### config.mk
export PLATFORM = sky130hd
export DESIGN_NAME = rf_write_queue
export DESIGN_NICKNAME = d
export VERILOG_FILES = /design/src/rtl/cpu_types_pkg.sv /design/src/rtl/rf_write_queue.sv
export SDC_FILE = /design/constraint.sdc
export NUM_CORES = 1
export LEC_CHECK = 0
export BUFFER_PORTS_ARGS = -buffer_cell sky130_fd_sc_hd__buf_2
export CAP_MARGIN = 20
export CORE_ASPECT_RATIO = 2
export CORE_MARGIN = 4
export CORE_UTILIZATION = 59
export CTS_CLUSTER_SIZE = 14
export DETAILED_ROUTE_END_ITERATION = 10
export PLACE_DENSITY = 0.82
export SYNTH_ARGS = -nofsm -noshare
export SYNTH_HDL_FRONTEND = slang
export SYNTH_SLANG_ARGS = --single-unit
### constraint.sdc
create_clock -name CLK -period 6.2 [get_ports CLK]
set_input_delay 1.24 -clock CLK [delete_from_list [all_inputs] [get_ports CLK]]
set_output_delay 1.24 -clock CLK [all_outputs]
set_load 0.02 [all_outputs]
### src/rtl/cpu_types_pkg.sv
// Shared CPU types. Holds the register-file write-queue entry type and its default depth.
package cpu_types_pkg;

  typedef logic [31:0] word_t;
  typedef logic [4:0]  regbits_t;

  localparam int unsigned RFQ_DEPTH = 4;

  // valid is cleared when a younger WB write to the same register supersedes the entry
  typedef struct packed {
    logic     valid;
    regbits_t wsel;
    word_t    wdat;
  } rfq_entry_t;

endpackage

### src/rtl/rf_write_queue.sv
// Register-file write-port driver. Merges the single-cycle writeback stage (priority) with the
// multi-cycle mult/div unit; losing mult/div results wait in a small FIFO that decode can search.
// Ports:
//   CLK, RST                      clock, synchronous active-high reset
//   wb_wen/wb_wsel/wb_wdat        writeback write request
//   mc_valid/mc_wsel/mc_wdat      mult/div result, handshaken with mc_ready
//   fwd_rsel1/2 -> fwd_hit1/2, fwd_dat1/2   newest pending queued value per read select
//   stall_req                     queue has starved; WB must be held this cycle
//   rf_wen/rf_wsel/rf_wdat        to the register file write port
//   count                         occupied entries
module rf_write_queue
  import cpu_types_pkg::*;
#(
  parameter int unsigned DEPTH      = RFQ_DEPTH,
  parameter int unsigned STARVE_MAX = 3,
  localparam int unsigned CW        = $clog2(DEPTH) + 1
) (
  input  logic          CLK,
  input  logic          RST,
  input  logic          wb_wen,
  input  logic [4:0]    wb_wsel,
  input  logic [31:0]   wb_wdat,
  input  logic          mc_valid,
  input  logic [4:0]    mc_wsel,
  input  logic [31:0]   mc_wdat,
  output logic          mc_ready,
  input  logic [4:0]    fwd_rsel1,
  input  logic [4:0]    fwd_rsel2,
  output logic          fwd_hit1,
  output logic          fwd_hit2,
  output logic [31:0]   fwd_dat1,
  output logic [31:0]   fwd_dat2,
  output logic          stall_req,
  output logic          rf_wen,
  output logic [4:0]    rf_wsel,
  output logic [31:0]   rf_wdat,
  output logic [CW-1:0] count
);

  localparam int unsigned PW = $clog2(DEPTH);
  localparam int unsigned SW = $clog2(STARVE_MAX + 1);

  rfq_entry_t    mem_q [DEPTH];
  rfq_entry_t    mem_d [DEPTH];
  logic [PW-1:0] head_q, head_d, tail_q, tail_d;
  logic [CW-1:0] count_q, count_d;
  logic [SW-1:0] starve_q, starve_d;

  logic       full, empty, wb_win, q_use, push;
  rfq_entry_t head;

  assign full      = (count_q == CW'(DEPTH));
  assign empty     = (count_q == '0);
  assign head      = mem_q[head_q];
  assign mc_ready  = ~RST & ~full;
  assign stall_req = ~empty & (starve_q == SW'(STARVE_MAX));
  assign wb_win    = ~stall_req & wb_wen & (wb_wsel != '0);
  // Queue owns the port whenever it is non-empty and WB does not win (including stall cycles)
  assign q_use     = ~wb_win & ~empty;
  // r0 results are acknowledged but dropped
  assign push      = mc_valid & mc_ready & (mc_wsel != '0);
  assign count     = count_q;

  always_comb begin
    rf_wen  = 1'b0;
    rf_wsel = '0;
    rf_wdat = '0;
    if (!RST) begin
      if (wb_win) begin
        rf_wen  = 1'b1;
        rf_wsel = wb_wsel;
        rf_wdat = wb_wdat;
      end else if (q_use && head.valid) begin
        rf_wen  = 1'b1;
        rf_wsel = head.wsel;
        rf_wdat = head.wdat;
      end
    end
  end

  // Valid bits track occupancy (cleared on pop), so the search need not consult head/count.
  // Walking from the newest slot backward, the first match is the youngest pending write.
  always_comb begin
    logic [PW-1:0] idx;
    idx      = '0;
    fwd_hit1 = 1'b0;
    fwd_hit2 = 1'b0;
    fwd_dat1 = '0;
    fwd_dat2 = '0;
    for (int unsigned i = 0; i < DEPTH; i++) begin
      idx = tail_q - PW'(i + 1);
      if (!fwd_hit1 && mem_q[idx].valid && fwd_rsel1 != '0 && mem_q[idx].wsel == fwd_rsel1) begin
        fwd_hit1 = 1'b1;
        fwd_dat1 = mem_q[idx].wdat;
      end
      if (!fwd_hit2 && mem_q[idx].valid && fwd_rsel2 != '0 && mem_q[idx].wsel == fwd_rsel2) begin
        fwd_hit2 = 1'b1;
        fwd_dat2 = mem_q[idx].wdat;
      end
    end
  end

  always_comb begin
    for (int unsigned i = 0; i < DEPTH; i++) begin
      mem_d[i] = mem_q[i];
      // WB is program-younger, so a winning WB write makes queued writes to that register dead
      if (wb_win && mem_q[i].wsel == wb_wsel) begin
        mem_d[i].valid = 1'b0;
      end
    end
    if (q_use) begin
      mem_d[head_q].valid = 1'b0;
    end
    // push implies not full, so tail never aliases the popped head here
    if (push) begin
      mem_d[tail_q] = '{valid: 1'b1, wsel: mc_wsel, wdat: mc_wdat};
    end

    head_d  = q_use ? head_q + 1'b1 : head_q;
    tail_d  = push  ? tail_q + 1'b1 : tail_q;
    count_d = count_q + CW'(push) - CW'(q_use);

    if (empty || q_use) begin
      starve_d = '0;
    end else if (starve_q != SW'(STARVE_MAX)) begin
      starve_d = starve_q + 1'b1;
    end else begin
      starve_d = starve_q;
    end
  end

  always_ff @(posedge CLK) begin
    if (RST) begin
      head_q   <= '0;
      tail_q   <= '0;
      count_q  <= '0;
      starve_q <= '0;
      for (int unsigned i = 0; i < DEPTH; i++) begin
        mem_q[i] <= '0;
      end
    end else begin
      head_q   <= head_d;
      tail_q   <= tail_d;
      count_q  <= count_d;
      starve_q <= starve_d;
      for (int unsigned i = 0; i < DEPTH; i++) begin
        mem_q[i] <= mem_d[i];
      end
    end
  end

endmodule

Yosys cells after proc, flatten, opt, wreduce, memory -nomap -nowiden:

Memories as Yosys holds them, arrays and structs flattened. A register that Yosys moved wholly into a read port is not among the register bits.
Cells that the tools add are included.

* register bits: 9
* latch bits: 0
* memory bits (writable): 152
* memory bits (read-only): 0
* bits of input ports: 88
* output and inout bits: 109
* logic and storage cells: 140
* memories: 1

* add/subtract/negate cells: 8
* multiply operators: 0
* divide/modulo/power cells: 0
* $lt $le $gt $ge: 4
* eq/ne operators: 15
* shifts and indexed selects: 0
* multiplexer cells: 48
* bitwise gates (word level): 18
* reduce and logical (&&, ||, !) cells: 42

Memory list
* mem_q: depth 4, bits a word 38, rd ports 9, clocked after memory_dff 2, wr ports 4, line rf_write_queue.sv:43 `rfq_entry_t mem_q [DEPTH];`

Operators with widths (number)
* 32-bit two-way mux: 11
* 152-bit bitwise mux: 2
* 152-bit two-way mux: 2
* 38-bit two-way mux: 6
* 38-bit demux with 2-bit select: 2
* 5-bit == test: 12
* 1-bit logical AND: 29
* 5-bit nonzero test: 4
* 1-bit two-way mux: 18
* 5-bit two-way mux: 3
* 2-bit two-way mux: 4
* 1-bit AND: 7
* 2-bit by 1-bit adder with 2-bit output, second input constant: 3
* 3-bit >= comparator, second input constant: 2
* 1-bit logical NOT: 6
* 3-bit by 1-bit less-than comparator with 1-bit output, second input constant: 2
* 2-bit NOT with 3-bit output: 2
* 1-bit NOT: 5
* 1-bit OR: 4
* 2-bit subtractor, second input constant: 2
* 3-bit by 1-bit adder with 3-bit output: 1
* 3-bit == test, second input constant: 1
* 3-bit logical NOT: 1
* 3-bit by 1-bit subtractor with 3-bit output: 1
* 5 further kinds: 5

Logic depth before layout (Yosys ltp):

Gate-level depths: netlist (run 1).
An unclocked memory read counts as a cell.

* depth after elaboration: 20
* depth in mapped cells: 18
* gate-level depth less buffers: 12

Worst setup path before layout (run 1):

OpenSTA, ideal clock, no wires.

* path kind: register to output
* from: reg tail_q[0]
* to: out fwd_dat2[29]
* arrival: 4.445 ns
* required time: 4.960 ns
* setup slack: 0.515 ns
* cell stages (with the launch flop): 18
* buffers on the path: 9
* cells stage by stage: dfxtp_1 -> buf_6 -> buf_8 -> buf_8 -> clkbuf_1 -> buf_1 -> inv_1 -> ha_1 -> buf_2 -> mux4_2 -> xnor2_1 -> o2111ai_1 -> or3_1 -> buf_2 -> clkbuf_1 -> clkbuf_1 -> o211a_1 -> o21ai_0

* cells in the longest elaborated chain, start to end: 20
* elaborated cells between the ends (all ways): 28
* classes of those cells: 3 x add/sub; 3 x eq/ne; 7 x mux; 14 x reduce/logical; 1 x memory

RTL lines
* start: declaration: line rf_write_queue.sv:45 `logic [PW-1:0] head_q, head_d, tail_q, tail_d;`
* start signal: assignment: line rf_write_queue.sv:143 `tail_q <= tail_d;`
* 2-bit by 1-bit subtractor with 2-bit output: line rf_write_queue.sv:91 `idx = tail_q - PW'(i + 1);`
* memory 4 x 38 bit (*)
* 5-bit == test or 1-bit logical AND (tied branches): line rf_write_queue.sv:96 `if (!fwd_hit2 && mem_q[idx].valid && fwd_rsel2 != '0 && mem_q[idx].wsel == fwd_rsel2) begin`
* 1-bit logical AND: line rf_write_queue.sv:96
* 1-bit two-way mux: line rf_write_queue.sv:96
* 1-bit logical NOT: line rf_write_queue.sv:96
* 1-bit logical AND (3 in a row): line rf_write_queue.sv:96
* 1-bit two-way mux: line rf_write_queue.sv:96
* 1-bit logical NOT: line rf_write_queue.sv:96
* 1-bit logical AND (3 in a row): line rf_write_queue.sv:96
* 1-bit two-way mux: line rf_write_queue.sv:96
* 1-bit logical NOT: line rf_write_queue.sv:96
* 1-bit logical AND (3 in a row): line rf_write_queue.sv:96
* 32-bit two-way mux (*): line rf_write_queue.sv:96
* end: declaration: line rf_write_queue.sv:32 `output logic [31:0] fwd_dat2,`

Mark *: on every way between the ends. The rest lies on a longest branch, timed or not.

Worst setup path after layout (run 1):

* from: reg tail_q[0]
* to: out fwd_dat2[25]

The elaborated chain is that of the path after synthesis.

==> flow_metrics.env, run 1 <==
export IMPL_status="finished, final reports clean"
export IMPL_initial_core_util_pct=60.2
export IMPL_antenna_found_initial=5
export IMPL_hp_class="reg -> reg"
export IMPL_fin_tns_setup_ns=0
export IMPL_grt_pass1_wl_um=72400
export IMPL_row_count=77
export IMPL_async_flop_share_pct=0
export IMPL_cts_sinks=165
export IMPL_path_max_fanout=68
export IMPL_io_pins=197
export IMPL_cts_root_buf="clkbuf_16"
export IMPL_synth_top_flop_cell="dfxtp_1"
export IMPL_start_kind="register"
export IMPL_relSlewSlack_pct=19.1
export IMPL_cts_hold_buf=0
export IMPL_grt_usage_pct=36.6
export IMPL_ctsHtreeMaxLevel=4
export IMPL_die_x_um=115
export IMPL_syn_inst=1610
export IMPL_clock_latency_ns=0.45
export IMPL_synth_area_um2=13400
export IMPL_drc=0
export IMPL_gp_congestion=1.08
export IMPL_via_per_inst=6.82
export IMPL_design_area_um2=15000
export IMPL_max_cap_violations=0
export IMPL_area_delta_synth_final_pct=12.2
export IMPL_dieArea_um2=25300
export IMPL_ys_warn_count=0
export IMPL_synth_top_area_share_pct=24.7
export IMPL_port_buffers=196
export IMPL_grt_max_degree=89
export IMPL_cts_resized_gates=0
export IMPL_clock_skew_ns=0.0103
export IMPL_first_iter_violations=1854
export IMPL_cts_setup_buffers=0
export IMPL_rsz0062_at_grt="no"
export IMPL_peakVddDrop_v=0.000275
export IMPL_cts_made_buffers=17
export IMPL_drt_wirelength_per_cell_um=23.5
export IMPL_drtAntennaViolNets=0
export IMPL_synthTopCellsByArea="dfxtp_1 25%, mux4_2 22%, nand2_1 11%, a21oi_1 7.1%, clkbuf_1 3.1%"
export IMPL_clk_pin_slew_ns=0.06
export IMPL_yosysTopAreaCell="dfxtp_1"
export IMPL_syn_num_nets=1710
export IMPL_cp_slowest_stage_delay_ns=0.76
export IMPL_cts_tree="yes"
export IMPL_synth_edf_count=0
export IMPL_final_nets=1812
export IMPL_layout_drive_gt1_share_pct=25.2
export IMPL_core_um2=22300
export IMPL_layout_min_cycle_time_ns=5.77
export IMPL_dr_pass1_iters=6
export IMPL_final_max_slew_viol_count=0
export IMPL_max_freq_mhz=173
export IMPL_arrival_ns=4.53
export IMPL_hold_viol=0
export IMPL_clk_path_buf_depth=2
export IMPL_path_cells="buf_4 > mux4_2 > xnor2_1 > nand4_1 > nor2_1 > nand2_1 > buf_4 > o211ai_1 > a22o_1 > buf_2"
export IMPL_power_density_nw_per_um2=236
export IMPL_p_leak_uw=0.00526
export IMPL_post_route_period_util_pct=93.1
export IMPL_worst_path_max_delay_cell="buf_4"
export IMPL_postPlaceCellArea_um2=14400
export IMPL_grt_pass1_vias=13600
export IMPL_synthDistinctLibCells=54
export IMPL_required_ns=4.96
export IMPL_syn_area_per_cell_um2=8.32
export IMPL_die_y_um=221
export IMPL_critPathCaptureType="primary output"
export IMPL_critical_path_class="reg -> out"
export IMPL_yosysSeqAreaShare_pct=24.7
export IMPL_critPathMostFrequentCell="buf_4"
export IMPL_worst_pin_slew_ns=1.21
export IMPL_setup_viol=0
export IMPL_overflow=0
export IMPL_routed_wirelength_um=47200
export IMPL_dp_hpwl_um=31600
export IMPL_ys_ff_latch=165
export IMPL_vias=13700
path summary, 6_finish.rpt:
path              slack [ns]                        end                      from  cells past startpoint
hold / removal          0.50   mem_q[1][4]$_SDFFE_PP0P_  mem_q[1][4]$_SDFFE_PP0P_                      2
setup / recovery        0.43               fwd_dat2[25]    tail_q[0]$_SDFFE_PP0P_                     10
hold reg to reg         0.50   mem_q[1][4]$_SDFFE_PP0P_  mem_q[1][4]$_SDFFE_PP0P_                      2
setup reg to reg        3.09  mem_q[3][16]$_SDFFE_PP0P_    tail_q[0]$_SDFFE_PP0P_                      6
through the flow:
step | cells | worst slack, ns | power, µW | hold WS [ns] | util, %
floorplan | 1610 | 0.515 | 2110 | 0.463 | -
global placement | 1969 | 1.05 | 2400 | 0.474 | 64.8
detailed placement | 1969 | 1.01 | 2430 | 0.490 | 64.8
CTS | 1999 | 0.548 | 3520 | 0.499 | 67.4
global route | 2004 | 0.309 | 3680 | 0.522 | 67.5
finish | 2004 | 0.430 | 3550 | 0.500 | 67.5
report_power, final:
part / leakage (µW) / switching [µW] / internal [µW] / total, µW
logic: 0.00364 / 684 / 496 / 1180
clock network: 0.000285 / 467 / 645 / 1110
registers: 0.00134 / 132 / 1120 / 1250
total: 0.00526 / 1280 / 2260 / 3550
logic make-up (layout without fill, tap and decap cells):
family,count (synthesis),after routing,synth area share [%]
and+or+nand+nor,570,570,17.8
AOI/OAI and AO/OA,393,393,18.0
buffers and inverters,209,322,6.39
muxes,198,198,27.9
DFF,165,165,24.7
xor gates and xnor gates,63,63,4.12
adders and majority gates,12,12,1.18
other,0,5,0
sequential cells by signal, summed over array words and instances (netlist names), named ones only:
register  count
count         3
head_q        2
mem_q       152
starve_q      2
tail_q        2
cells in the mapped netlist, types with 6 or more instances:
master      n
o211ai_1    9
xnor2_1    48
clkbuf_1  112
mux2i_1    36
xor2_1     15
a221o_1     9
dfxtp_1   165
a21oi_1   190
nor2_1     61
buf_1      15
a22o_1     42
ha_1       11
mux4_2    132
nand3_1    18
nor4_1      6
nand4_1     9
mux2_2     26
o21ai_0    79
nand2b_1   41
buf_2      14
nand2_1   409
inv_1      60
o221ai_1   26
critical path: cells and delay by family (launching register included):
kind / cells / cell delay (ns)
mux: 1 / 0.64
buf+inv: 3 / 1.26
simple gates: 3 / 0.90
compound gates: 2 / 0.41
flops: 1 / 0.34
xor+xnor: 1 / 0.48
routing by layer:
| metal | vias to the layer above | GRT usage, % | share of wire [%] |
|---|---|---|---|
| met5 | - | 0 | 0 |
| met4 | 0 | 28.5 | 8.7 |
| met3 | 277 | 5.90 | 10 |
| met2 | 991 | 61.8 | 50 |
| met1 | 6423 | 39.9 | 31 |
| li1 | 5977 | - | - |
layout make-up:
| class | count | area [µm²] |
|---|---|---|
| timing repair buffer | 231 | 1250 |
| fill | 1827 | 7230 |
| sequential | 165 | 3310 |
| clock inverter | 10 | 149 |
| antenna | 5 | 12.5 |
| multi-input combinational | 1236 | 9280 |
| clock buffer | 20 | 447 |
| tap | 276 | 345 |
| inverter | 61 | 229 |
placed cells by master (no fill, tap or decap), types with 17 or more instances in the layout:
master     Yosys  routed
clkbuf_16      0      17
mux2_2        26      26
buf_2         14     195
xnor2_1       48      48
inv_1         60      60
a22o_1        42      42
mux2i_1       36      36
nand3_1       18      18
dfxtp_1      165     159
a21oi_1      190     190
o21ai_0       79      79
nor2_1        61      60
buf_4          0      36
nand2_1      409     409
o221ai_1      26      26
nand2b_1      41      41
mux4_2       132     132
(Power assumes the default switching activity.)
==> run 2: changes to the inputs <==
==> constraint.sdc (replaced) <==
create_clock -name CLK -period 6.2 [get_ports CLK]
set_input_delay 0.93 -clock CLK [delete_from_list [all_inputs] [get_ports CLK]]
set_output_delay 0.93 -clock CLK [all_outputs]
set_load 0.02 [all_outputs]
==> run 2 against run 1 <==
Against the previous run:
- die area unchanged
- global-route usage decreased by 0.19 points
- flip-flop and latch count unchanged
==> flow_metrics.env, run 2 (same netlist as run 1, synthesis figures left out) <==
export IMPL_final_common_cell="nand2_1"
export IMPL_layout_drive_gt1_share_pct=25.3
export IMPL_row_count=77
export IMPL_die_x_um=115
export IMPL_status="finished, final reports clean"
export IMPL_die_y_um=221
export IMPL_ctsHtreeMaxLevel=4
export IMPL_grt_max_degree=99
export IMPL_hp_class="reg -> reg"
export IMPL_endpoint="fwd_dat2[9]"
export IMPL_cts_hold_buf=0
export IMPL_max_freq_mhz=185
export IMPL_cts_resized_gates=0
export IMPL_start_kind="register"
export IMPL_cts_setup_buffers=0
export IMPL_first_iter_violations=1525
export IMPL_max_cap_violations=0
export IMPL_cts_sinks=165
export IMPL_cts_made_buffers=17
export IMPL_ff2ff_path_depth=12
export IMPL_reg2reg_slack_ns=2.98
export IMPL_via_per_inst=6.84
export IMPL_final_cells=2004
export IMPL_initial_core_util_pct=60.2
export IMPL_required_ns=5.27
export IMPL_critPathCaptureType="primary output"
export IMPL_drc=0
export IMPL_gp_congestion=0.973
export IMPL_regMostFlops="mem_q"
export IMPL_rsz0062_at_grt="no"
export IMPL_power_density_nw_per_um2=234
export IMPL_relSlewSlack_pct=28.2
export IMPL_dieArea_um2=25300
export IMPL_r2r_start="count[1]$_SDFF_PP0_"
export IMPL_final_max_slew_viol_count=0
export IMPL_io_pins=197
export IMPL_drt_wirelength_per_cell_um=23.5
export IMPL_clk_pin_slew_ns=0.06
export IMPL_grt_usage_pct=36.4
export IMPL_routed_wirelength_um=47100
export IMPL_core_um2=22300
export IMPL_path_max_fanout=33
export IMPL_antenna_found_initial=7
export IMPL_startpoint="tail_q[1]$_SDFFE_PP0P_"
export IMPL_dp_hpwl_um=31300
export IMPL_port_buffers=196
export IMPL_post_route_period_util_pct=87.4
export IMPL_overflow=0
export IMPL_cts_root_buf="clkbuf_16"
export IMPL_layout_min_cycle_time_ns=5.42
export IMPL_clock_latency_ns=0.45
export IMPL_critical_path_class="reg -> out"
export IMPL_peakVddDrop_v=0.000425
export IMPL_grt_pass1_vias=13500
export IMPL_clock_skew_ns=0.0102
export IMPL_arrival_ns=4.49
export IMPL_cts_tree="yes"
export IMPL_final_nets=1810
export IMPL_dr_pass1_iters=6
export IMPL_dpl_cell_count=1966
export IMPL_layout_common_cells="409 x nand2_1, 195 x buf_2, 190 x a21oi_1"
export IMPL_vias=13700
export IMPL_worst_pin_slew_ns=1.08
export IMPL_r2r_end="count[2]$_SDFF_PP0_"
export IMPL_grt_pass1_wl_um=72000
export IMPL_largest_reg_flops=152
export IMPL_p_leak_uw=0.00526
export IMPL_area_delta_synth_final_pct=12.2
export IMPL_hold_viol=0
export IMPL_clk_path_buf_depth=2
export IMPL_drtAntennaViolNets=0
export IMPL_fin_tns_setup_ns=0
export IMPL_setup_viol=0
## run 2: cell types whose count changed in the layout (fill, tap and decap cells not counted)
cell	before	now
clkinvlp_4	2	4
diode_2	5	6
inv_6	1	4
clkbuf_8	1	2
buf_16	0	1
buf_4	36	33
clkinv_4	2	0
clkbuf_1	2	0
bufinv_16	3	2
## run 2: cell type report
type | instances | area (µm²)
Tap cell | 276 | 345
Fill cell | 1796 | 7230
Clock inverter | 12 | 143
Antenna cell | 6 | 15.0
Clock buffer | 19 | 453
Multi-Input combinational cell | 1236 | 9280
Sequential cell | 165 | 3310
Timing Repair Buffer | 229 | 1250
Inverter | 61 | 229
## run 2: worst min-delay path by stage
| stage | from | to | slack, ns | cells after the start |
|---|---|---|---|---|
| floorplan | mem_q[2][23]$_SDFFE_PP0P_ | mem_q[2][23]$_SDFFE_PP0P_ | 0.46 | 2 |
| global placement | mem_q[0][15]$_SDFFE_PP0P_ | mem_q[0][15]$_SDFFE_PP0P_ | 0.47 | 2 |
| detailed placement | mem_q[0][15]$_SDFFE_PP0P_ | mem_q[0][15]$_SDFFE_PP0P_ | 0.48 | 2 |
| CTS | mem_q[0][15]$_SDFFE_PP0P_ | mem_q[0][15]$_SDFFE_PP0P_ | 0.49 | 2 |
| global route | mem_q[0][16]$_SDFFE_PP0P_ | mem_q[0][16]$_SDFFE_PP0P_ | 0.53 | 2 |
| finish | mem_q[3][9]$_SDFFE_PP0P_ | mem_q[3][9]$_SDFFE_PP0P_ | 0.50 | 2 |
## run 2: through the flow
stage	hold slack, ns	setup slack [ns]	util, %	cell area [µm²]	power, µW
final	0.497	0.784	67.5	15000	3520
after global placement	0.474	1.15	64.7	14400	2390
after floorplan	0.463	0.825	-	13400	2110
after global routing	0.525	0.621	67.5	15000	3660
after detailed placement	0.484	1.07	64.7	14400	2420
after CTS	0.493	0.832	67.3	15000	3510
## run 2: where the power goes
group          switching (µW)  internal, µW
combinational             715           494
sequential               96.7          1120
clock                     477           620
## run 2: critical path, stage by stage, from the launching register on
cell and delay, ns:
dfxtp_2 0.58, buf_4 0.33, mux4_2 0.58, xnor2_1 0.24, nand4_1 0.15, or3_1 0.79, and4_4 0.55, a311o_1 0.32
o32a_1 0.32, buf_2 0.17
## run 2: routing by layer
metal | up-vias | share of wire (%) | global-route usage [%] | wire length [µm]
li1 | 5987 | - | - | -
met1 | 6453 | 32 | 40.1 | 14800
met2 | 975 | 50 | 60.4 | 23600
met3 | 292 | 10 | 6.97 | 4770
met4 | 2 | 8.2 | 27.9 | 3870
met5 | - | 0.028 | 0 | 13
==> run 3: changes to the inputs <==
--- a/config.mk
+++ b/config.mk
@@ -8,11 +8,12 @@
 export BUFFER_PORTS_ARGS = -buffer_cell sky130_fd_sc_hd__buf_2
 export CAP_MARGIN = 20
 export CORE_ASPECT_RATIO = 2
-export CORE_MARGIN = 4
+export CORE_MARGIN = 1.5
 export CORE_UTILIZATION = 59
 export CTS_CLUSTER_SIZE = 14
 export DETAILED_ROUTE_END_ITERATION = 10
 export PLACE_DENSITY = 0.82
+export REMOVE_ABC_BUFFERS = 1
 export SYNTH_ARGS = -nofsm -noshare
 export SYNTH_HDL_FRONTEND = slang
 export SYNTH_SLANG_ARGS = --single-unit
==> run 3 against run 2 <==
Against the previous run:
- clock skew decreased by 0.0012 ns
- routed wire length decreased by 2.3%
- setup slack got worse by 0.031 ns
- clock power decreased by 10%
- critical path type unchanged
==> flow_metrics.env, run 3 (same netlist as run 1, synthesis figures left out) <==
export IMPL_final_common_cell="nand2_1"
export IMPL_hold_viol=0
export IMPL_cts_made_buffers=17
export IMPL_final_max_slew_viol_count=0
export IMPL_grt_usage_pct=39.9
export IMPL_post_route_period_util_pct=87.9
export IMPL_overflow=0
export IMPL_arrival_ns=4.52
export IMPL_clkPwrFrac_pct=29.2
export IMPL_critical_path_depth=9
export IMPL_required_ns=5.27
export IMPL_worst_pin_slew_ns=1.15
export IMPL_path_cells="buf_4 > mux4_1 > xnor2_1 > nand4_1 > or3_1 > and4_4 > a311o_1 > o32a_1 > buf_2"
export IMPL_r2r_start="count[1]$_SDFF_PP0_"
export IMPL_layout_min_cycle_time_ns=5.45
export IMPL_drc=0
export IMPL_postPlaceCellArea_um2=14300
export IMPL_cts_setup_buffers=0
export IMPL_via_per_inst=6.87
export IMPL_clock_skew_ns=0.00902
export IMPL_vias=13700
export IMPL_dr_pass1_iters=6
export IMPL_clk_path_buf_depth=2
export IMPL_startpoint="tail_q[0]$_SDFFE_PP0P_"
export IMPL_max_freq_mhz=184
export IMPL_initial_core_util_pct=60.4
export IMPL_relSlewSlack_pct=23.4
export IMPL_status="finished, final reports clean"
export IMPL_p_total_uw=3390
export IMPL_layout_common_cells="405 x nand2_1, 195 x buf_2, 190 x a21oi_1"
export IMPL_reg2reg_slack_ns=3.21
export IMPL_cts_hold_buf=0
export IMPL_area_delta_synth_final_pct=11.2
export IMPL_die_y_um=216
export IMPL_port_buffers=196
export IMPL_max_cap_violations=0
export IMPL_grt_pass1_wl_um=71300
export IMPL_grt_pass1_vias=13800
export IMPL_clk_pin_slew_ns=0.07
export IMPL_dp_hpwl_um=29600
export IMPL_largest_reg_flops=152
export IMPL_comb_power_share_pct=32.5
export IMPL_antenna_found_initial=1
export IMPL_p_sw_share_pct=36.9
export IMPL_rsz0062_at_grt="no"
export IMPL_intPower_uw=2140
export IMPL_cp_slowest_stage_delay_ns=0.81
export IMPL_die_x_um=110
export IMPL_io_pins=197
export IMPL_clock_latency_ns=0.45
export IMPL_worst_path_max_delay_cell="or3_1"
export IMPL_hp_class="reg -> reg"
export IMPL_critPathCaptureType="primary output"
export IMPL_critical_path_class="reg -> out"
export IMPL_path_buf_inv=2
export IMPL_routed_wirelength_um=46000
export IMPL_path_delay_family="simple AND/OR/NAND/NOR gates"
export IMPL_core_um2=22200
export IMPL_path_max_fanout=33
export IMPL_gp_congestion=0.961
export IMPL_drtAntennaViolNets=0
export IMPL_cts_tree="yes"
export IMPL_final_nets=1799
export IMPL_cts_root_buf="clkbuf_16"
export IMPL_row_count=77
export IMPL_seqPwrFrac_pct=38.4
export IMPL_ctsHtreeMaxLevel=4
export IMPL_drt_wirelength_per_cell_um=23.1
export IMPL_dieArea_um2=23700
export IMPL_p_sw_uw=1250
export IMPL_fin_tns_setup_ns=0
export IMPL_setup_viol=0
export IMPL_peakVddDrop_v=0.000464
export IMPL_grt_max_degree=91
export IMPL_power_density_nw_per_um2=228
export IMPL_cts_resized_gates=0
export IMPL_p_leak_uw=0.00519
export IMPL_layout_drive_gt1_share_pct=25.4
export IMPL_start_kind="register"
export IMPL_first_iter_violations=1300
export IMPL_ff2ff_path_depth=13
export IMPL_design_area_um2=14900
export IMPL_r2r_end="count[2]$_SDFF_PP0_"
export IMPL_cts_sinks=165
export IMPL_regMostFlops="mem_q"
export IMPL_endpoint="fwd_dat2[9]"
[run 3: cell types whose count changed in the layout (fill, tap and decap cells not counted), sizes merged]
| cell | delta |
|---|---|
| bufinv | -2 |
| clkinvlp | -1 |
| buf | -11 |
| inv | -4 |
| diode | -5 |
| clkinv | +7 |
| clkbuf | +1 |
[run 3: power by group through the flow]
stage	Sequential (µW)	Clock, µW	Combinational, µW
floorplan	1340	0	727
global placement	1320	0	1050
detailed placement	1330	0	1080
CTS	1300	989	1080
global route	1320	1030	1180
finish	1300	989	1100
[run 3: worst min path at each step]
stage,from,end,slack [ns],cells after the start
5_1_grt,mem_q[3][22]$_SDFFE_PP0P_,mem_q[3][22]$_SDFFE_PP0P_,0.52,2
6_report,mem_q[1][5]$_SDFFE_PP0P_,mem_q[1][5]$_SDFFE_PP0P_,0.49,2
3_5_place_dp,mem_q[1][5]$_SDFFE_PP0P_,mem_q[1][5]$_SDFFE_PP0P_,0.49,2
3_3_place_gp,mem_q[1][16]$_SDFFE_PP0P_,mem_q[1][16]$_SDFFE_PP0P_,0.47,2
4_1_cts,mem_q[1][5]$_SDFFE_PP0P_,mem_q[1][5]$_SDFFE_PP0P_,0.49,2
2_1_floorplan,mem_q[2][23]$_SDFFE_PP0P_,mem_q[2][23]$_SDFFE_PP0P_,0.46,2
[run 3: per-stage QoR]
step | utilization [%] | cells | hold slack, ns | worst slack, ns
floorplan | - | 1462 | 0.456 | -3.69
global placement | 64.7 | 1955 | 0.473 | 1.38
detailed placement | 64.7 | 1955 | 0.485 | 1.31
CTS | 67.1 | 1987 | 0.494 | 0.838
global route | 67.2 | 1988 | 0.523 | 0.605
finish | 67.2 | 1989 | 0.494 | 0.753
[run 3: layout make-up]
cell class / instances / area, µm²
Clock buffer: 20 / 457
Inverter: 61 / 229
Sequential cell: 165 / 3320
Antenna cell: 1 / 2.50
Timing Repair Buffer: 218 / 1160
Fill cell: 1881 / 7260
Clock inverter: 12 / 80.1
Tap cell: 276 / 345
Multi-Input combinational cell: 1236 / 9300
[run 3: worst register-to-register path, stage by stage (launching register included)]
cell and delay [ns]:
dfxtp_1 0.37, or3_1 0.43, nand2_1 0.12, o211ai_1 0.09, buf_4 0.19, and2_1 0.30
ha_1 0.35, inv_1 0.06, ha_1 0.13, inv_1 0.05, fa_1 0.39, xor2_1 0.17
xnor2_1 0.13, nor2_1 0.05
[run 3: layer usage]
| metal | GRT usage, % | wire [µm] | up-vias |
|---|---|---|---|
| li1 | - | - | 5951 |
| met1 | 42.3 | 14600 | 6495 |
| met2 | 66.6 | 23400 | 919 |
| met3 | 7.70 | 4300 | 289 |
| met4 | 33.0 | 3730 | 2 |
| met5 | 0 | 11 | - |
